## src/rtl/mem_arbiter.sv

```systemverilog
// Two-requester memory arbiter in front of a fixed-latency MMU port.
// Define ARB_ROUND_ROBIN_EN for round-robin contention; the default build uses fixed priority (requester 0 wins).
module mem_arbiter #(
  parameter int MEM_LAT = 1
) (
  input  logic        iClk,
  input  logic        iRst,
  input  logic [1:0]  iReqRead,
  input  logic [1:0]  iReqWrite,
  input  logic [63:0] iReqAddr,
  input  logic [63:0] iReqData,
  output logic [31:0] oReqData,
  output logic [1:0]  oReqRdy,
  output logic        oMemRead,
  output logic        oMemWrite,
  output logic [31:0] oMemAddr,
  output logic [31:0] oMemData,
  input  logic [31:0] iMemData,
  output logic        oBusy,
  output logic        oOwner
);

  // state  | meaning
  // IDLE   | sample requests, grant a winner
  // ACCESS | one-cycle read or write strobe to the MMU
  // WAIT   | MEM_LAT cycles for read data; data captured on the last one
  // RESP   | one-cycle completion pulse to the owner
  typedef enum logic [1:0] {S_IDLE, S_ACCESS, S_WAIT, S_RESP} state_t;

  state_t      r_state;
  state_t      w_state_nxt;
  logic [3:0]  r_wait_cnt;
  logic        r_is_write;
  logic [1:0]  w_pending;
  logic        w_grant;
  logic        w_win;
  logic        w_win_write;
  logic [5:0]  w_win_base;

  logic [31:0] r_req_data;
  logic [1:0]  r_req_rdy;
  logic        r_mem_read;
  logic        r_mem_write;
  logic [31:0] r_mem_addr;
  logic [31:0] r_mem_data;
  logic        r_busy;
  logic        r_owner;

  assign w_pending = iReqRead | iReqWrite;
  assign w_grant   = (r_state == S_IDLE) && (|w_pending);

`ifdef ARB_ROUND_ROBIN_EN
  logic r_last;

  always_comb begin
    w_win = w_pending[1];
    if (w_pending == 2'b11) w_win = ~r_last;
  end

  always_ff @(posedge iClk) begin
    if (iRst)         r_last <= 1'b1;
    else if (w_grant) r_last <= w_win;
  end
`else
  assign w_win = ~w_pending[0];
`endif

  // Read and write together resolves to a write.
  assign w_win_write = iReqWrite[w_win];
  assign w_win_base  = {w_win, 5'd0};

  always_ff @(posedge iClk) begin
    if (iRst) r_state <= S_IDLE;
    else      r_state <= w_state_nxt;
  end

  always_comb begin
    w_state_nxt = r_state;
    case (r_state)
      S_IDLE:   if (|w_pending) w_state_nxt = S_ACCESS;
      S_ACCESS: w_state_nxt = r_is_write ? S_RESP : S_WAIT;
      S_WAIT:   if (r_wait_cnt == 4'd0) w_state_nxt = S_RESP;
      S_RESP:   w_state_nxt = S_IDLE;
      default:  w_state_nxt = S_IDLE;
    endcase
  end

  always_ff @(posedge iClk) begin
    if (iRst) begin
      r_wait_cnt  <= 4'd0;
      r_is_write  <= 1'b0;
      r_req_data  <= 32'd0;
      r_req_rdy   <= 2'b00;
      r_mem_read  <= 1'b0;
      r_mem_write <= 1'b0;
      r_mem_addr  <= 32'd0;
      r_mem_data  <= 32'd0;
      r_busy      <= 1'b0;
      r_owner     <= 1'b0;
    end else begin
      r_busy      <= (w_state_nxt != S_IDLE);
      r_mem_read  <= w_grant && !w_win_write;
      r_mem_write <= w_grant && w_win_write;
      r_req_rdy   <= 2'b00;
      if (w_grant) begin
        r_owner    <= w_win;
        r_is_write <= w_win_write;
        r_mem_addr <= iReqAddr[w_win_base +: 32];
        r_mem_data <= iReqData[w_win_base +: 32];
      end
      if (r_state == S_ACCESS) begin
        r_wait_cnt <= 4'(MEM_LAT - 1);
      end else if (r_state == S_WAIT && r_wait_cnt != 4'd0) begin
        r_wait_cnt <= r_wait_cnt - 4'd1;
      end
      if (r_state == S_WAIT && r_wait_cnt == 4'd0) r_req_data <= iMemData;
      if (w_state_nxt == S_RESP) r_req_rdy <= r_owner ? 2'b10 : 2'b01;
    end
  end

  assign oReqData  = r_req_data;
  assign oReqRdy   = r_req_rdy;
  assign oMemRead  = r_mem_read;
  assign oMemWrite = r_mem_write;
  assign oMemAddr  = r_mem_addr;
  assign oMemData  = r_mem_data;
  assign oBusy     = r_busy;
  assign oOwner    = r_owner;

endmodule
```

## config.mk

```make
export PLATFORM = sky130hd
export DESIGN_NAME = mem_arbiter
export DESIGN_NICKNAME = d
export VERILOG_FILES = /design/src/rtl/mem_arbiter.sv
export SDC_FILE = /design/constraint.sdc
export NUM_CORES = 1
export LEC_CHECK = 0
export CAP_MARGIN = 20
export CORE_MARGIN = 2
export CORE_UTILIZATION = 37
export DETAILED_ROUTE_END_ITERATION = 8
export GPL_TIMING_DRIVEN = 0
export HOLD_SLACK_MARGIN = 0.05
export PLACE_DENSITY = 0.8
export SYNTH_ARGS = -nofsm -noshare
export SYNTH_HDL_FRONTEND = slang
export SYNTH_SLANG_ARGS = --single-unit
```

## constraint.sdc

```tcl
create_clock -name iClk -period 2.02 [get_ports iClk]
set_input_delay 0.404 -clock iClk [delete_from_list [all_inputs] [get_ports iClk]]
set_output_delay 0.404 -clock iClk [all_outputs]
set_load 0.01 [all_outputs]
```

## Word-level counts from Yosys, hierarchy flattened

Cells that the tools add are included.

- Register bits: 109
- Input bits: 166
- Logic and storage cells: 42

- Add/subtract/negate cells: 1
- $lt $le $gt $ge: 1
- Eq/ne operators: 4
- Shift-type cells: 2
- Muxes and demuxes: 7
- Bitwise logic cells: 3
- Reductions and logical operators: 13

Operators with widths:

| operator | number |
|---|---|
| $shiftx A64 B7 Y32 | 2 |
| $pmux W2 S4 | 1 |
| $eq A2 B2 Y1 const B | 3 |
| $mux W2 | 3 |
| $reduce_or A2 Y1 | 3 |
| $logic_and A1 B1 Y1 | 5 |
| $logic_not A4 Y1 | 1 |
| $reduce_bool A4 Y1 | 1 |
| $sub A4 B1 Y4 const B | 1 |
| $mux W1 | 3 |
| $eq A2 B1 Y1 const B | 1 |
| $logic_not A2 Y1 | 1 |
| $lt A1 B2 Y1 const B | 1 |
| $not A1 Y1 | 2 |
| $or A2 B2 Y2 | 1 |
| $reduce_bool A2 Y1 | 1 |
| $logic_not A1 Y1 | 1 |

## Longest topological paths before layout

- Depth after elaboration: 7
- Mapped depth: 8

## Worst setup path before layout

OpenSTA, ideal clock, no wires.

- Kind: register -> register
- From: register r_state[0]
- To: register r_req_data[3], in the netlist oReqData[3]
- Library setup time: 0.070 ns
- Data arrival time: 1.490 ns
- Required time: 1.950 ns
- Setup slack: 0.459 ns
- Cell stages (with the launch flop): 9
- Buffers on the path: 3
- Period minus slack after synthesis: 1.561 ns
- Path through: dfxtp_1 inv_1 ha_1 buf_2 nand4bb_1 clkbuf_1 clkbuf_1 nand2_1 a21oi_1

- Cells in the longest elaborated chain, start to end: 2

RTL lines:

| item | line | text |
|---|---|---|
| start: declaration | 30 | `state_t r_state;` |
| start signal: assignment | 74 | `else r_state <= w_state_nxt;` |
| $eq A2 B2 Y1 | 116 | `if (r_state == S_WAIT && r_wait_cnt == 4'd0) r_req_data <= iMemData;` |
| $logic_and A1 B1 Y1 | 116 |  |
| end signal: assignment | 116 |  |
| end: declaration | 40 | `logic [31:0] r_req_data;` |

Every way passes these cells.
A chain may end at the register's enable or synchronous reset.

## Worst setup path in the final report

- From: input port iReqWrite[0]
- To: register r_mem_data[29], in the netlist oMemData[29]

- Cells in the longest elaborated chain, start to end: 3
- Elaborated cells between the ends (all ways): 5

RTL lines:

| item | line | text |
|---|---|---|
| start: declaration | 9 | `input logic [1:0] iReqWrite,` |
| $or A2 B2 Y2 (*) | 49 | `assign w_pending = iReqRead \| iReqWrite;` |
| $not A1 Y1 or $reduce_or A2 Y1 (tied branches) | 65, 50 |  |
| $shiftx A64 B7 Y32 or $logic_and A1 B1 Y1 (tied branches) | 109, 50 |  |
| end signal: assignment | 109 | `r_mem_data <= iReqData[w_win_base +: 32];` |
| end: declaration | 45 | `logic [31:0] r_mem_data;` |

Mark *: on every way between the ends. The rest lies on a longest branch, timed or not.

==> impl_metrics.yaml <==
cts:
  cts_buffers: 9
  cts.sinks: 109
  post_cts_buffers: 0
  clk_path_buf_depth: 2
  h-tree-depth: 3
  cts_root_buf: "clkbuf_16"
  insertion_delay_ps: 340
  cts_tree: "done"
  clk_pin_slew_worst_paths_ps: 70
yosys:
  syn_area_sq_um: 4370
  synth-seq-cells: 109
  avgSynthCellArea_sq_um: 10.4
  synthDistinctLibCells: 31
  synth_fp_nets: 591
  yosysWarnings: 0
  syn_inst: 420
  yosysSeqAreaShare: 0.499
route:
  routedWlPerCell_um: 16.5
  finalWirelength_mm: 13.9
  via_per_inst: 4.99
  ant_nets: 0
  drt_iter0_markers: 149
  drc: 0
  num_vias: 4216
  dr.pass1.iters: 4
worst_setup_path:
  crit_path_max_fanout: 10
  start_kind: "primary input"
  cp.arrival_ps: 2070
  criticalPathCategory: "primary input to flip-flop"
  worstPathRequired_ps: 2240
  end_kind: "flip-flop"
timing:
  clock_skew_ps: 7.44
  holdWs_ps: 454
  rsz0062_at_grt: "false"
  min_period_ps: 1850
  fin_ws_ps: 169
  finalHoldViolCount: 0
  max_slew_margin: 0.588
  post-route-period-util: 0.916
  setup_viol_count_final: 0
  worst_slew_pin_slew_ps: 618
  fmax_mhz: 540
  drv_slew: 0
place:
  pre_cts_ws_ps: -169
  port_buffers: 266
  dp_cells: 829
  detailed_place_hpwl_mm: 11.0
  gp_congestion: 0.817
min_path:
  hp-class: "flip-flop to flip-flop"
floorplanning:
  fp.dieArea_sq_um: 12700
  num_rows: 39
  dieWidth_um: 113
  core_area_sq_um: 11500
  floorplan.initialDensity: 0.381
  ios: 268
  fp.dieH_um: 113
global_route:
  antenna_found_initial: 0
  track_usage: 0.212
  grt_pass1_vias: 4396
  grt-ovfl-total: 0
  grt_max_degree: 17
  grt_pass1_wl_mm: 21.7
power:
  power_leakage_nw: 2.75
  power_density_nw_per_um2: 1060
  ir_drop_uv: 590
final_layout:
  final_layout_size_suffix_gt1_frac: 0.0641
  area_delta_synth_final_pct: 71.3
  insertedDiodeCount: 0
  fin_cells: 845
  final_nets: 868
status:
  status: "complete, no violations"
run:
  maxCapViolations: 0
-- routing by layer --
| metal | wire length (um) | track usage |
|---|---|---|
| met1 | 5360 | 0.230 |
| met2 | 7180 | 0.396 |
| met3 | 1100 | 0.0535 |
| met4 | 283 | 0.0789 |
| met5 | 0 | 0 |
-- critical path, stage by stage --
cell             delay (ps)
clkdlybuf4s50_1         510
nor2_1                  190
buf_4                   240
buf_2                   330
mux2i_1                 290
o2bb2ai_1                90
-- synth_stat cells (all sizes together) --
cell type,number,area (sq um)
ha,5,62.6
clkbuf,10,37.5
dfxtp,109,2180
mux2i,65,651
a21oi,36,180
a211oi,1,7.51
and3,1,6.26
nand3,2,10.0
o2bb2ai,64,561
a21boi,1,7.51
nand2b,1,8.76
a221oi,1,8.76
a21o,1,7.51
nor3,3,15.0
nand2,67,251
o21ai,3,15.0
nor4,4,25.0
nand4bb,1,11.3
o41a,1,11.3
and4b,1,10.0
a32o,1,10.0
or3,1,6.26
inv,6,22.5
or3b,1,8.76
nor4bb,1,10.0
nor2,7,42.5
nor2b,2,12.5
buf,24,188
-- timing repair --
action                                  in CTS  in global routing
hold buffers                                 0                  0
endpoints found under the setup margin       0                 28
resized for setup                            0                  7
-- layout make-up --
| type | count | area, sq um |
|---|---|---|
| Tap cell | 143 | 179 |
| Sequential cell | 109 | 2180 |
| Clock buffer | 12 | 246 |
| Inverter | 6 | 22.5 |
| Buffer | 34 | 230 |
| Multi-Input combinational cell | 271 | 1940 |
| Fill cell | 924 | 3980 |
| Timing Repair Buffer | 266 | 2660 |
| Clock inverter | 4 | 23.8 |
-- cell families (layout without fill, tap and decap cells) --
logic type      after synthesis  after routing  share of synthesized area
compound gates              109            109                      0.185
flops                       109            109                      0.499
simple gates                 92             92                     0.0956
mux                          65             65                      0.149
buf+inv                      40            322                     0.0567
fa+ha+maj                     5              5                     0.0143
-- state kept, by name (all words and copies together) (netlist names) --
name / flops
oMemAddr: 32
oMemData: 32
oReqData: 32
r_wait_cnt: 4
oReqRdy: 2
r_state: 2
oBusy: 1
oMemRead: 1
oMemWrite: 1
oOwner: 1
r_is_write: 1
-- through the flow --
stage	area [sq um]	setup TNS, ps	utilization	power (W)
4_1_cts	7480	0	0.652	0.00798
6_report	7490	0	0.653	0.00792
5_1_grt	7490	0	0.653	0.00837
2_1_floorplan	4370	0	-	0.00454
3_5_place_dp	7210	-5140	0.629	0.00634
3_3_place_gp	7210	-3610	0.629	0.00625
-- report_power, final --
group          leakage, nW  total, W  internal [W]  switching, W
sequential           0.895   0.00303       0.00273      0.000300
clock                0.136   0.00161      0.000867      0.000745
combinational         1.72   0.00328       0.00178       0.00151
-- placed cells by master, fill, tap and decap left out, types with 3 or more instances in the layout --
master and count:
ha_1 5, a21oi_1 36, buf_2 12, o2bb2ai_1 64, clkbuf_16 9, dfxtp_1 109, clkbuf_2 4, clkbuf_1 8
inv_1 6, nand2_1 67, o21ai_0 3, nor2_1 6, mux2i_1 65, nor4_1 4, clkinv_2 3, clkdlybuf4s50_1 266
buf_6 10, nor3_1 3
-- path summary, 6_finish.rpt --
kind                             start                         to  slack [ps]  cells after the start
min          oReqData[22]$_SDFFE_PP0P_  oReqData[22]$_SDFFE_PP0P_         450                      2
min reg2reg  oReqData[22]$_SDFFE_PP0P_  oReqData[22]$_SDFFE_PP0P_         450                      2
max                       iReqWrite[0]  oMemData[29]$_SDFFE_PP0N_         170                      6
max reg2reg      r_state[0]$_SDFF_PP0_  oReqData[24]$_SDFFE_PP0P_         200                      8
Note: power is estimated with default switching activity, not from simulation.
